### src/rtl/stage_id_fwd.sv
// RV32IM decode stage: decodes one instruction per accept and resolves operands through a forwarding network.
// Latency: an instruction accepted at edge n is presented on out_* with out_valid=1 after edge n.
// Backpressure: in_ready drops on a load-use hazard, on flush, or while a held output is not consumed.
// Ports:
//   clk, rst                         clock, asynchronous active-high reset
//   in_valid/in_ready/in_inst/in_pc  fetch-side handshake and instruction
//   rf_raddr1/2, rf_rdata1/2         combinational register-file read port
//   fwd_valid/waddr/data/data_ok     NFWD forwarding sources, index 0 is youngest (EX)
//   flush                            kill the held and the incoming instruction
//   out_valid/out_ready/out_*        execute-side handshake and registered decode bundle
module stage_id_fwd #(
  parameter int XLEN = 32,
  parameter int NFWD = 2
) (
  input  logic                 clk,
  input  logic                 rst,
  input  logic                 in_valid,
  output logic                 in_ready,
  input  logic [31:0]          in_inst,
  input  logic [XLEN-1:0]      in_pc,
  output logic [4:0]           rf_raddr1,
  output logic [4:0]           rf_raddr2,
  input  logic [XLEN-1:0]      rf_rdata1,
  input  logic [XLEN-1:0]      rf_rdata2,
  input  logic [NFWD-1:0]      fwd_valid,
  input  logic [5*NFWD-1:0]    fwd_waddr,
  input  logic [XLEN*NFWD-1:0] fwd_data,
  input  logic [NFWD-1:0]      fwd_data_ok,
  input  logic                 flush,
  output logic                 out_valid,
  input  logic                 out_ready,
  output logic [XLEN-1:0]      out_pc,
  output logic [XLEN-1:0]      out_rs1v,
  output logic [XLEN-1:0]      out_rs2v,
  output logic [4:0]           out_rd,
  output logic [XLEN-1:0]      out_imm,
  output logic [XLEN-1:0]      out_target,
  output logic [19:0]          out_dcr
);

  localparam logic [6:0] OP_R     = 7'b0110011;
  localparam logic [6:0] OP_IALU  = 7'b0010011;
  localparam logic [6:0] OP_LOAD  = 7'b0000011;
  localparam logic [6:0] OP_JALR  = 7'b1100111;
  localparam logic [6:0] OP_S     = 7'b0100011;
  localparam logic [6:0] OP_LUI   = 7'b0110111;
  localparam logic [6:0] OP_AUIPC = 7'b0010111;
  localparam logic [6:0] OP_B     = 7'b1100011;
  localparam logic [6:0] OP_J     = 7'b1101111;

  // ---------------- decode ----------------
  logic [6:0] opc;
  logic [2:0] f3;
  logic [6:0] f7;
  assign opc = in_inst[6:0];
  assign f3  = in_inst[14:12];
  assign f7  = in_inst[31:25];

  logic is_r, is_ialu, is_load, is_jalr, is_s, is_u, is_b, is_j, is_auipc;
  logic is_mul, is_iany, is_shift;
  assign is_r     = (opc == OP_R);
  assign is_ialu  = (opc == OP_IALU);
  assign is_load  = (opc == OP_LOAD);
  assign is_jalr  = (opc == OP_JALR);
  assign is_s     = (opc == OP_S);
  assign is_auipc = (opc == OP_AUIPC);
  assign is_u     = (opc == OP_LUI) || is_auipc;
  assign is_b     = (opc == OP_B);
  assign is_j     = (opc == OP_J);
  assign is_mul   = is_r && (f3 == 3'b000) && (f7 == 7'b0000001);
  assign is_iany  = is_ialu || is_load || is_jalr;
  assign is_shift = (is_r || is_ialu) && (f3[1:0] == 2'b01);

  logic use_rs1, use_rs2, writes_rd;
  assign use_rs1   = is_r || is_iany || is_s || is_b;
  assign use_rs2   = is_r || is_s || is_b;
  assign writes_rd = is_r || is_iany || is_u || is_j;

  logic [2:0] alu_op;
  logic [1:0] sft_op;
  always_comb begin
    alu_op = 3'b000;
    if (is_r)         alu_op = f3 | {2'b00, f7[5]};
    else if (is_ialu) alu_op = f3;
    else if (is_b)    alu_op = {1'b0, f3[2], ~(f3[2] ^ f3[1])};
  end
  assign sft_op = {f3[2], f7[5]};

  logic signed [31:0] imm32;
  always_comb begin
    imm32 = '0;
    if (is_iany)   imm32 = {{20{in_inst[31]}}, in_inst[31:20]};
    else if (is_s) imm32 = {{20{in_inst[31]}}, in_inst[31:25], in_inst[11:7]};
    else if (is_b) imm32 = {{19{in_inst[31]}}, in_inst[31], in_inst[7], in_inst[30:25], in_inst[11:8], 1'b0};
    else if (is_u) imm32 = {in_inst[31:12], 12'h000};
    else if (is_j) imm32 = {{11{in_inst[31]}}, in_inst[31], in_inst[19:12], in_inst[20], in_inst[30:21], 1'b0};
  end

  logic [XLEN-1:0] imm_d, tgt_sum, target_d;
  logic [4:0]      rd_d;
  logic [19:0]     dcr_d;
  assign imm_d    = XLEN'(imm32);
  assign tgt_sum  = in_pc + imm_d;
  assign target_d = {tgt_sum[XLEN-1:2], 2'b00};
  assign rd_d     = writes_rd ? in_inst[11:7] : 5'd0;
  assign dcr_d    = {is_auipc, f3, is_r, is_ialu, is_load, is_jalr, is_s, is_u, is_b, is_j, is_mul,
                     is_iany, is_shift, alu_op, sft_op};

  // ---------------- forwarding ----------------
  assign rf_raddr1 = in_inst[19:15];
  assign rf_raddr2 = in_inst[24:20];

  // Returns {hazard, value}. Scanning from the oldest source down lets the
  // youngest match overwrite, so the lowest matching index wins.
  function automatic logic [XLEN:0] resolve(
    input logic [4:0]           a,
    input logic [XLEN-1:0]      rf_val,
    input logic [NFWD-1:0]      v,
    input logic [5*NFWD-1:0]    wa,
    input logic [XLEN*NFWD-1:0] d,
    input logic [NFWD-1:0]      ok
  );
    logic [XLEN-1:0] val;
    logic            hz;
    val = rf_val;
    hz  = 1'b0;
    for (int i = NFWD - 1; i >= 0; i--) begin
      if (v[i] && (wa[5*i +: 5] == a)) begin
        val = d[XLEN*i +: XLEN];
        hz  = !ok[i];
      end
    end
    if (a == 5'd0) begin
      val = '0;
      hz  = 1'b0;
    end
    return {hz, val};
  endfunction

  logic [XLEN-1:0] rs1_d, rs2_d;
  logic            hz1, hz2;
  assign {hz1, rs1_d} = resolve(rf_raddr1, rf_rdata1, fwd_valid, fwd_waddr, fwd_data, fwd_data_ok);
  assign {hz2, rs2_d} = resolve(rf_raddr2, rf_rdata2, fwd_valid, fwd_waddr, fwd_data, fwd_data_ok);

  // ---------------- handshake ----------------
  logic valid_q, stall, accept;
  assign stall    = in_valid && ((use_rs1 && hz1) || (use_rs2 && hz2));
  assign in_ready = !stall && (!valid_q || out_ready) && !flush;
  assign accept   = in_valid && in_ready;

  logic [XLEN-1:0] pc_q, rs1_q, rs2_q, imm_q, target_q;
  logic [4:0]      rd_q;
  logic [19:0]     dcr_q;

  always_ff @(posedge clk or posedge rst) begin
    if (rst) begin
      valid_q  <= 1'b0;
      pc_q     <= '0;
      rs1_q    <= '0;
      rs2_q    <= '0;
      imm_q    <= '0;
      target_q <= '0;
      rd_q     <= '0;
      dcr_q    <= '0;
    end else if (flush) begin
      valid_q <= 1'b0;
    end else if (accept) begin
      // Operands are captured only here; a held bundle is never re-forwarded.
      valid_q  <= 1'b1;
      pc_q     <= in_pc;
      rs1_q    <= rs1_d;
      rs2_q    <= rs2_d;
      imm_q    <= imm_d;
      target_q <= target_d;
      rd_q     <= rd_d;
      dcr_q    <= dcr_d;
    end else if (out_ready) begin
      valid_q <= 1'b0;
    end
  end

  assign out_valid  = valid_q;
  assign out_pc     = pc_q;
  assign out_rs1v   = rs1_q;
  assign out_rs2v   = rs2_q;
  assign out_rd     = rd_q;
  assign out_imm    = imm_q;
  assign out_target = target_q;
  assign out_dcr    = dcr_q;

endmodule

### config.mk
export PLATFORM = sky130hd
export DESIGN_NAME = stage_id_fwd
export DESIGN_NICKNAME = d
export VERILOG_FILES = /design/src/rtl/stage_id_fwd.sv
export SDC_FILE = /design/constraint.sdc
export NUM_CORES = 1
export LEC_CHECK = 0
export CAP_MARGIN = 20
export CORE_AREA = 4 4 158 160
export DETAILED_ROUTE_END_ITERATION = 10
export DIE_AREA = 0 0 162 164
export GPL_ROUTABILITY_DRIVEN = 0
export PLACE_DENSITY_LB_ADDON = 0.3
export SYNTH_ARGS = -nofsm -noshare
export SYNTH_HDL_FRONTEND = slang
export SYNTH_SLANG_ARGS = --single-unit
### constraint.sdc
create_clock -name clk -period 12.45 [get_ports clk]
set_input_delay 3.1125 -clock clk [delete_from_list [all_inputs] [get_ports clk]]
set_output_delay 3.1125 -clock clk [all_outputs]
set_load 0.05 [all_outputs]
==> results.md <==
* Placed Cells incl. Taps at 1775
* Slew @ Worst Pin at 1.293 ns
* Starting Density at 0.4509
* Hold Slack at 0.4763 ns
* Slew Limit Fails at 0
* Residual DRC count at 0
* CTS clk-pin slew, worst paths at 0.07 ns
* Nets at 1716
* Grt total ovfl at 0
* Max FO, Critical Path at 33
* Ys flop type: dfrtp_1
* Library cells used by synthesis at 62
* Root Driver: clkbuf_16
* Largest net degree at the start of global routing at 253
* CTS tree: yes
* Vias per inst at 5.430
* Biggest area consumer among synthesized cells: dfrtp_1
* Number of enable flip-flop cells after synthesis at 0
* Post-synthesis adder-cell area fraction at 0.03557
* WP data arrival at 6.66 ns
* Post-CTS Resized at 0
* Hold Vio Cnt, Final at 0
* Vias in the first global route at 9787
* Total power at 2.016 mW
* Clock skew at 0.01178 ns
* Compound-cell area share of the yosys netlist at 0.1641
* Startpoint types: primary input
* Core ar. at 23400 um^2
* Endpoint type of the worst setup path: primary output
* DRT Pass-1 Iters at 5
* Final ANT Viol Nets at 0
* Detailed-route wire length at 38190 um
* Syn-to-layout area delta at 44.78%
* Initial antenna violation count at 5
* H-tree depth at 4
* Clock sink total at 183
* Fin cells at 1812
* Main combinational cell family by area after synthesis: compound AO/OA/AOI/OAI gates
* Status: finished clean
* Tot GR Track Use at 0.2792
* Die Width at 162 um
* Register bit total from synthesis at 183
* Async SR Flop Fraction at 1.000
* Postcts setup bufs at 0
* Top cells by area, synth: dfrtp_1 (43%), nand2_1 (8.4%), mux2_2 (6.9%)
* Fin util at 0.6529
* CP required at 9.34 ns
* Clock buffer depth at 2
* I/O Buffers at 405
* Max rail drop VDD at 0.09749 mV
* # hold bufs at CTS at 0
* Fin crit period at 9.769 ns
* Sequential-to-total area share from yosys stat at 0.4340
* Mapped Area at 10550 um^2
* Hpwl dp at 29400 um
* Tcrit/Tclk final at 0.7847
* Simple-gate share of the synthesized area at 0.1467
* # setup viols final at 0
* Clk_lat worst skew at 0.43 ns
* Post-synthesis mux area share at 0.1332
* Pleak at 6.604 nW
* Fraction of layout cells with a size suffix above 1 at 0.07863
* Most frequent cells in the layout: clkdlybuf4s50_1 (405), nand2_1 (235), dfrtp_1 (183)
* Crit Path Category: primary input to primary output
* Rel. slew slack at 0.1377
* Die ar. at 26570 um^2
* Area share of the largest cell type after synthesis at 0.4340
* Min-delay worst type: flip-flop to flip-flop
* Maximum clock frequency at 0.1024 GHz
* Global-route wire length before repair at 57260 um
* Commonest non-fill, non-tap cell in the layout: clkdlybuf4s50_1
* I/O pin count at 408
* Syn_area_per_cell at 9.347 um^2
* Synth Warn # at 0
* Gate Count Post-Synth at 1129
* Die extent in y at 164 um
* CTS Buf Count at 17
* Unrepaired setup endpoints after global routing: false
* Max cap viols at 0
* TNS Setup at 0 ns
* Via count at 9840
* WL per Instance at 21.07 um
* Power Dens Cells at 132.0 nW/um^2
* Starting DRT DRC Count at 730
* Row Count at 56
* Synth Area in XOR/XNOR at 0.03984
* Fillers at 1959
## logic make-up after synthesis
| logic type | Yosys count |
|---|---|
| AND/OR/NAND/NOR | 354 |
| buffers and inverters | 99 |
| flip-flops | 183 |
| AO/OA/AOI/OAI | 282 |
| multiplexers | 132 |
| XOR/XNOR | 48 |
| other | 1 |
| adder cells (fa/ha/maj) | 30 |
## metal layers
metal | part of all wire | track usage
met5 | 0.00024 | 0
met4 | 0.033 | 0.1027
met3 | 0.084 | 0.08657
met2 | 0.49 | 0.4814
met1 | 0.39 | 0.3295
## final cells by class
class / count / area (um^2) / share of cell area
Multi-Input combinational cell: 848 / 5508 / 0.3605
Clock buffer: 18 / 429.2 / 0.02809
Timing Repair Buffer: 411 / 4111 / 0.2691
Tap cell: 319 / 399.1 / 0.02612
Antenna cell: 5 / 12.51 / 0.0008189
Inverter: 14 / 60.06 / 0.003931
Sequential cell: 183 / 4579 / 0.2997
Clock inverter: 14 / 178.9 / 0.01171
## registers in the layout (all words and copies together) (netlist names)
name / flops
out_dcr: 19
out_valid: 1
out_target: 30
out_rs2v: 32
out_pc: 32
out_imm: 32
out_rs1v: 32
out_rd: 5
## worst max-delay path, stage by stage
cell	delay (ns)
clkdlybuf4s50_1	0.67
xor2_1	0.27
nor4_1	0.19
and3_2	0.93
a31oi_1	0.20
o2bb2ai_1	0.43
a21oi_1	0.13
clkdlybuf4s50_1	0.71
## power breakdown
group	internal [mW]	switching (mW)
combinational	0.267	0.469
clock	0.306	0.263
sequential	0.671	0.0396
total	1.24	0.772
## metrics by stage
stage               setup WS [ns]  instance area [um^2]
floorplan                   4.365                 10560
global placement            2.757                 14660
detailed placement          2.674                 14660
CTS                         2.667                 15270
global route                2.559                 15280
finish                      2.681                 15280
## worst paths after layout
| path | start | to | slack [ns] | cells past startpoint |
|---|---|---|---|---|
| worst max-delay path | in_inst[20] | in_ready | 2.68 | 8 |
| worst min-delay path | out_rs1v[3] | out_rs1v[3] | 0.48 | 2 |
| worst max register to register | out_valid | out_rs2v[13] | 9.75 | 5 |
| worst min register to register | out_rs1v[3] | out_rs1v[3] | 0.48 | 2 |
| max in group asynchronous | rst | out_target[27] | 7.83 | 3 |
| min in group asynchronous | rst | out_rd[3] | 3.21 | 2 |
## synth_stat cells (2+ instances only)
cell / number
and2_1: 10
o21a_1: 5
nand3_1: 15
nand4_1: 6
mux2_2: 65
o211ai_1: 2
inv_1: 14
nor2b_1: 4
buf_1: 6
xnor2_1: 20
mux2_1: 2
dfrtp_1: 183
o21ai_0: 134
nand2_1: 235
nor4_1: 6
and3_1: 10
a41oi_1: 2
nand3b_1: 3
ha_1: 30
nor2_1: 32
nor3_1: 11
o31ai_1: 71
or4_1: 2
o21ba_2: 2
clkbuf_1: 31
buf_2: 30
a21boi_0: 3
xor2_1: 28
buf_4: 13
mux2i_1: 65
o2bb2ai_1: 2
a21o_1: 10
a31oi_1: 7
buf_6: 4
nand4b_1: 2
nand2b_1: 8
a21oi_1: 31
Note: power is estimated with default switching activity, not from simulation.
